File: src/rtl/uart_rx_ctrl.sv
// uart_rx_ctrl: host-side control block for a UART receiver.
//
// Host register map (addr):
//   0 CTRL   [0] enable, [5:1] bits_per_word, [6] parity_en,
//            [7] parity_even_odd, [8] two_stop_bit, [9] irq_en,
//            [10] flush (write-only strobe, reads as 0)
//   1 CLKDIV receiver clock divider
//   2 STATUS [0] not_empty, [1] full, [2] overrun, [3] frame_err,
//            [4] rx_busy, [5] cfg_pending, [12:8] fill count
//            (bits 2/3 are write-1-to-clear)
//   3 DATA   pops the receive FIFO head (0x0000 when empty)
//
// Ports:
//   clk, rst            single clock, synchronous active-high reset
//   addr/wr_en/wr_data  host write port (one-cycle strobes)
//   rd_en/rd_data       host read port, rd_data registered and held
//   irq                 level interrupt
//   clk_div .. two_stop_bit  applied receiver configuration
//   rx_data .. rx_busy  status and data from the receiver
//
// CTRL/CLKDIV writes land in shadow registers and are copied to the
// applied registers only while the receiver is idle, so a frame in
// flight never sees its configuration change.
// FIFO_DEPTH must be a power of two from 4 to 64.

module uart_rx_ctrl #(
    parameter int FIFO_DEPTH = 16
) (
    input  logic        clk,
    input  logic        rst,
    input  logic [1:0]  addr,
    input  logic        wr_en,
    input  logic [15:0] wr_data,
    input  logic        rd_en,
    output logic [15:0] rd_data,
    output logic        irq,
    output logic [15:0] clk_div,
    output logic [4:0]  bits_per_word,
    output logic        parity_en,
    output logic        parity_even_odd,
    output logic        two_stop_bit,
    input  logic [15:0] rx_data,
    input  logic        rx_new_data,
    input  logic        rx_frame_error,
    input  logic        rx_busy
);

    localparam int AW = $clog2(FIFO_DEPTH);
    localparam int CW = AW + 1;

    localparam logic [1:0] ADDR_CTRL   = 2'd0;
    localparam logic [1:0] ADDR_CLKDIV = 2'd1;
    localparam logic [1:0] ADDR_STATUS = 2'd2;
    localparam logic [1:0] ADDR_DATA   = 2'd3;

    localparam logic [1:0] ST_IDLE    = 2'd0;
    localparam logic [1:0] ST_PENDING = 2'd1;
    localparam logic [1:0] ST_APPLY   = 2'd2;

    localparam logic [9:0]  CTRL_RST   = 10'h010;  // bits_per_word = 8
    localparam logic [15:0] CLKDIV_RST = 16'h0364;

    // Stored CTRL holds bits [9:0]; flush is a strobe and never stored.
    logic [9:0]    shadow_ctrl_q, shadow_ctrl_d;
    logic [9:0]    applied_ctrl_q, applied_ctrl_d;
    logic [15:0]   shadow_div_q, shadow_div_d;
    logic [15:0]   applied_div_q, applied_div_d;
    logic [1:0]    cfg_state_q, cfg_state_d;
    logic [AW-1:0] wr_ptr_q, wr_ptr_d;
    logic [AW-1:0] rd_ptr_q, rd_ptr_d;
    logic [CW-1:0] count_q, count_d;
    logic          overrun_q, overrun_d;
    logic          frame_err_q, frame_err_d;
    logic          new_data_prev_q, new_data_prev_d;
    logic [15:0]   rd_data_q, rd_data_d;
    logic          irq_q, irq_d;

    logic [15:0]   mem [FIFO_DEPTH];

    logic          ctrl_wr, div_wr, stat_wr, flush;
    logic          rx_rise, push_req, data_rd;
    logic          fifo_empty, fifo_full;
    logic          push, pop, ovr_set, fe_set;
    logic [15:0]   word_mask, push_word, status_word;
    logic [4:0]    fill_cnt;

    // Decode, FIFO control and status word.
    always_comb begin
        ctrl_wr    = wr_en && (addr == ADDR_CTRL);
        div_wr     = wr_en && (addr == ADDR_CLKDIV);
        stat_wr    = wr_en && (addr == ADDR_STATUS);
        flush      = ctrl_wr && wr_data[10];
        data_rd    = rd_en && (addr == ADDR_DATA);

        rx_rise    = rx_new_data && !new_data_prev_q;
        push_req   = rx_rise && applied_ctrl_q[0];

        fifo_empty = (count_q == '0);
        fifo_full  = (count_q == CW'(FIFO_DEPTH));

        pop        = data_rd && !fifo_empty;
        // A pop in the same cycle frees the slot, so a full FIFO still accepts.
        push       = push_req && !flush && (!fifo_full || pop);
        // A push swallowed by a flush is deliberately not an overrun.
        ovr_set    = push_req && !flush && fifo_full && !pop;
        fe_set     = push_req && rx_frame_error;

        // Keep data bits [bits_per_word:0] of the received word.
        for (int i = 0; i < 16; i++) begin
            word_mask[i] = (5'(i) <= applied_ctrl_q[5:1]);
        end
        push_word = rx_data & word_mask;

        // Fill count field is 5 bits wide; depths above 16 lose the MSB here.
        fill_cnt    = 5'(count_q);
        status_word = {3'b000, fill_cnt, 2'b00,
                       (cfg_state_q != ST_IDLE), rx_busy,
                       frame_err_q, overrun_q, fifo_full, !fifo_empty};
    end

    // Next-state logic for all registers.
    // NOTE: every signal gets a default at the top of the always_comb so no
    // path leaves it unassigned; a missing default would infer a latch.
    always_comb begin
        shadow_ctrl_d   = shadow_ctrl_q;
        applied_ctrl_d  = applied_ctrl_q;
        shadow_div_d    = shadow_div_q;
        applied_div_d   = applied_div_q;
        cfg_state_d     = cfg_state_q;
        wr_ptr_d        = wr_ptr_q;
        rd_ptr_d        = rd_ptr_q;
        count_d         = count_q;
        rd_data_d       = rd_data_q;
        new_data_prev_d = rx_new_data;

        if (ctrl_wr) shadow_ctrl_d = wr_data[9:0];
        if (div_wr)  shadow_div_d  = wr_data;

        // Configuration hand-over: wait for an idle receiver, then copy.
        case (cfg_state_q)
            ST_IDLE:    cfg_state_d = ST_IDLE;
            ST_PENDING: if (!rx_busy) cfg_state_d = ST_APPLY;
            ST_APPLY: begin
                applied_ctrl_d = shadow_ctrl_q;
                applied_div_d  = shadow_div_q;
                cfg_state_d    = ST_IDLE;
            end
            default:    cfg_state_d = ST_IDLE;
        endcase
        // Any new write restarts the hand-over with the updated shadow.
        if (ctrl_wr || div_wr) cfg_state_d = ST_PENDING;

        if (flush) begin
            wr_ptr_d = '0;
            rd_ptr_d = '0;
            count_d  = '0;
        end else begin
            if (push) wr_ptr_d = wr_ptr_q + AW'(1);
            if (pop)  rd_ptr_d = rd_ptr_q + AW'(1);
            case ({push, pop})
                2'b10:   count_d = count_q + CW'(1);
                2'b01:   count_d = count_q - CW'(1);
                default: count_d = count_q;
            endcase
        end

        // Sticky flags: a set in the same cycle as a clear wins.
        overrun_d   = (overrun_q   && !(stat_wr && wr_data[2])) || ovr_set;
        frame_err_d = (frame_err_q && !(stat_wr && wr_data[3])) || fe_set;

        if (rd_en) begin
            case (addr)
                ADDR_CTRL:   rd_data_d = {6'b0, shadow_ctrl_q};
                ADDR_CLKDIV: rd_data_d = shadow_div_q;
                ADDR_STATUS: rd_data_d = status_word;
                default:     rd_data_d = fifo_empty ? 16'h0000 : mem[rd_ptr_q];
            endcase
        end

        // Built from next-state values so irq tracks the flags without lag.
        irq_d = applied_ctrl_d[9] &&
                ((count_d != '0) || overrun_d || frame_err_d);
    end

    // NOTE: state registers use non-blocking assignments so every flop
    // samples the pre-edge values regardless of statement order.
    always_ff @(posedge clk) begin
        if (rst) begin
            shadow_ctrl_q   <= CTRL_RST;
            applied_ctrl_q  <= CTRL_RST;
            shadow_div_q    <= CLKDIV_RST;
            applied_div_q   <= CLKDIV_RST;
            cfg_state_q     <= ST_IDLE;
            wr_ptr_q        <= '0;
            rd_ptr_q        <= '0;
            count_q         <= '0;
            overrun_q       <= 1'b0;
            frame_err_q     <= 1'b0;
            new_data_prev_q <= 1'b0;
            rd_data_q       <= 16'h0000;
            irq_q           <= 1'b0;
        end else begin
            shadow_ctrl_q   <= shadow_ctrl_d;
            applied_ctrl_q  <= applied_ctrl_d;
            shadow_div_q    <= shadow_div_d;
            applied_div_q   <= applied_div_d;
            cfg_state_q     <= cfg_state_d;
            wr_ptr_q        <= wr_ptr_d;
            rd_ptr_q        <= rd_ptr_d;
            count_q         <= count_d;
            overrun_q       <= overrun_d;
            frame_err_q     <= frame_err_d;
            new_data_prev_q <= new_data_prev_d;
            rd_data_q       <= rd_data_d;
            irq_q           <= irq_d;
        end
    end

    // NOTE: the storage array has no reset; the pointers and count define
    // which words are valid, so clearing the array would only cost area.
    always_ff @(posedge clk) begin
        if (push && !rst) mem[wr_ptr_q] <= push_word;
    end

    assign rd_data         = rd_data_q;
    assign irq             = irq_q;
    assign clk_div         = applied_div_q;
    assign bits_per_word   = applied_ctrl_q[5:1];
    assign parity_en       = applied_ctrl_q[6];
    assign parity_even_odd = applied_ctrl_q[7];
    assign two_stop_bit    = applied_ctrl_q[8];

endmodule

File: config.mk
export PLATFORM = sky130hd
export DESIGN_NAME = uart_rx_ctrl
export DESIGN_NICKNAME = d
export VERILOG_FILES = /design/src/rtl/uart_rx_ctrl.sv
export SDC_FILE = /design/constraint.sdc
export NUM_CORES = 1
export LEC_CHECK = 0
export CAP_MARGIN = 40
export CORE_ASPECT_RATIO = 0.6
export CORE_MARGIN = 2
export CORE_UTILIZATION = 55
export DETAILED_ROUTE_END_ITERATION = 6
export DONT_BUFFER_PORTS = 1
export PLACE_DENSITY = 0.73
export SLEW_MARGIN = 30
export SYNTH_ARGS = -nofsm -noshare
export SYNTH_HDL_FRONTEND = slang
export SYNTH_SLANG_ARGS = --single-unit
File: constraint.sdc
create_clock -name clk -period 2.7 [get_ports clk]
set_input_delay 0.27 -clock clk [delete_from_list [all_inputs] [get_ports clk]]
set_output_delay 0.27 -clock clk [all_outputs]
set_load 0.02 [all_outputs]
==> results.md <==
* H-tree depth at 1
* Clock Tree Root: clkbuf_16
* GPL Wtd Cong at 0.8673
* Most common cell after layout, fill and taps aside: edfxtp_1
* RSZ-0062 raised after global routing: yes
* Period utilization at 95.46%
* Power per cell area at 663.1 mW/mm^2
* Hold EP: rd_data[3]
* HPWL Detailed at 21460 um
* Core Area at 0.02439 mm^2
* Layout Utilization at 65.14%
* Clock Tree Buf Depth at 3
* Worst R2R Path Depth at 11
* Max Cap Viol at 0
* HP Class: input pin to register
* Worst hold path cell count at 3
* Number of fill cells in the layout at 1643
* Crit path capture type: register
* PortBufs at 0
* Cells after synthesis at 879
* Clk_lat worst skew at 0.57 ns
* Mapped Area at 0.01376 mm^2
* Sw Pwr at 2.092 mW
* Largest net degree at the start of global routing at 76
* Register area at 0.009515 mm^2
* DR WL/cell at 26.43 um
* Synth Warn # at 0
* Area post-placement at 0.01451 mm^2
* # nets final at 984
* GR Overflow Total at 0
* Slew HR at 54.09%
* Height of the die at 126.5 um
* Worst flop-to-flop path startpoint: count_q[2]
* Highest-count cells in the layout ignoring fill and taps: 256 x edfxtp_1, 109 x nand2_1, 88 x dfxtp_1
* Residual DRC at 0
* Final hold violation count at 0
* TritonCTS clock tree: done
* Design area at 0.01589 mm^2
* Synth area leaders: edfxtp_1 56%, dfxtp_1 13%, mux4_2 13%
* Iteration count of the initial detailed-routing pass at 6
* Tmin final at 2.577 ns
* Share of layout cells above drive strength 1 at 23.41%
* Post-synth ARST share at 0%
* Critical Path RT at 3.13 ns
* Sw Ratio at 19.86%
* Top FF cell, synth: edfxtp_1
* Leak pwr at 5.134 nW
* Worst setup SP type: register
* Pint at 8.443 mW
* Reg2reg end: irq
* First-pass GRT wire length at 51060 um
* Reg2Reg Setup Slack at 0.12 ns
* Clock power frac at 43.0%
* Seq/Total Area, Yosys at 69.13%
* Post-route setup TNS at 0 ns
* Synthesis-stage register bit count at 347
* Critical path class: register to register
* Final Max Slew Viols at 0
* I/O pins at 82
* Initial core utilization at 56.40%
* Syn_nets at 926
* Status: completed
* Die Width at 208.2 um
* Maximum vdd drop at 480.8 uV
* Slew @ Worst Pin at 0.6794 ns
* Post-synth top area cell: edfxtp_1
* Drt total wl at 33970 um
* Max Clk Rate at 0.3880 GHz
* CTS Buf Count at 30
* Footprint of the multi-input gates at 0.004045 mm^2
* CTS sink count at 347
* Synth top area share at 55.89%
* Crit path DAT at 3.01 ns
* Part of the power in registers at 54.8%
* Synthesized area per cell at 15.65 um^2
* GR Util All Layers at 26.42%
* Worst Path Max Fanout at 3
* Hold_sp: addr[1]
* Die area at 0.02633 mm^2
* Number of global-route vias before repair at 7924
* Final setup vio count at 0
* Number of synthesized flops with an enable pin at 256
* Vias per Instance at 6.354
* Clock Skews at 0.01918 ns
* Proportion of power drawn by combinational gates at 2.2%
* Area growth syn-to-layout at 15.50%
* Initial antenna violation count at 2
* Distinct cell type count after synthesis at 50
* Tot Pwr at 10.54 mW
* Core Rows at 44
* DRT iter0 DRCs at 1077
* Vias at 8165
* Post-DRT Antenna Nets at 0
* CTS clock-pin slew for the worst setup and hold paths at 0.07 ns
## worst max-delay path by stage
stage	to	cells after the start	from
CTS	irq	11	count_q[1]
global route	irq	11	count_q[2]
detailed placement	irq	11	count_q[1]
global placement	irq	11	count_q[1]
floorplan	irq	11	count_q[1]
finish	irq	11	count_q[2]
## per-layer routing
| metal | vias to the layer above | routed length, um | GRT usage [%] |
|---|---|---|---|
| li1 | 3469 | - | - |
| met1 | 4084 | 14330 | 41.36 |
| met2 | 534 | 14450 | 36.85 |
| met3 | 76 | 4476 | 8.170 |
| met4 | 2 | 699 | 5.121 |
| met5 | - | 7 | 0 |
## power groups by stage
stage                     Clock (mW)  Sequential (mW)  Combinational [mW]
after floorplan                    0             5.87               0.144
after global placement             0             5.88               0.155
after global routing            4.79             5.77               0.255
final                           4.53             5.77               0.234
after CTS                       4.58             5.77               0.227
after detailed placement           0             5.89               0.161
## metrics by stage
stage / instances / hold slack [ns] / setup WS, ns
finish: 1285 / 0.02598 / 0.1226
global route: 1283 / 0.02473 / -0.06185
CTS: 1279 / 0.003362 / 0.05137
detailed placement: 1197 / 0.3461 / 0.09343
global placement: 1196 / 0.3440 / 0.1685
floorplan: 879 / 0.3474 / 0.1550
## flip-flops by register name (all words and copies together), names as in the netlist, named ones only
| name | flops |
|---|---|
| mem | 256 |
| clk_div | 16 |
| rd_data | 16 |
| shadow_div_q | 16 |
| applied_ctrl_q | 10 |
| shadow_ctrl_q | 10 |
| count_q | 5 |
| rd_ptr_q | 4 |
| wr_ptr_q | 4 |
| cfg_state_q | 2 |
| frame_err_q | 1 |
| irq | 1 |
| new_data_prev_q | 1 |
| overrun_q | 1 |
## cell usage after synthesis, drive strengths merged, types with 2 or more instances
master	number
a22oi	8
and3	2
nand4	4
a21oi	47
a31oi	2
nand2	109
mux2	2
edfxtp	256
and2	2
o21ai	6
buf	20
nand3b	15
mux4	80
mux2i	22
o21a	5
nor3	20
nor2	69
nand3	7
nor2b	12
xnor2	2
inv	3
nor4	2
a311oi	3
nand2b	6
clkbuf	42
o211ai	8
dfxtp	91
xor2	6
a21boi	6
a211oi	3
ha	6
## cells by family (layout without fill, tap and decap cells)
family	count (synthesis)	after routing	synth area share (%)
AND/OR/NAND/NOR	254	254	8.441
other	0	2	0
XOR/XNOR	8	8	0.5094
multiplexers	104	104	14.89
buffers and inverters	65	147	2.192
AO/OA/AOI/OAI	95	95	4.293
adder cells (fa/ha/maj)	6	6	0.5457
flip-flops	347	347	69.13
## what timing repair did
action | CTS | global route
endpoints found under the setup margin | 0 | 1
buffers inserted | 0 | 3
hold endpoints to repair | 92 | 0
hold buffers | 26 | 0
gates resized for setup | 0 | 5
## worst max-delay path, stage by stage (launching register included)
cell       delay [ns]
dfxtp_2          0.32
or4_4            0.57
nor2_4           0.12
nor3_2           0.06
xor2_1           0.15
ha_1             0.34
nor2b_2          0.15
mux2i_1          0.08
nor3_1           0.18
a2111oi_0        0.09
nor4_1           0.28
a31oi_1          0.11
## cell type report
class / count / area share [%]
tap: 322 / 2.536
multi-input combinational: 467 / 25.46
clock inverter: 18 / 1.394
antenna: 2 / 0.03150
sequential: 347 / 59.89
inverter: 3 / 0.07088
clock buffer: 38 / 5.174
timing repair buffer: 88 / 5.442
Power figures use the tool's default switching activity.
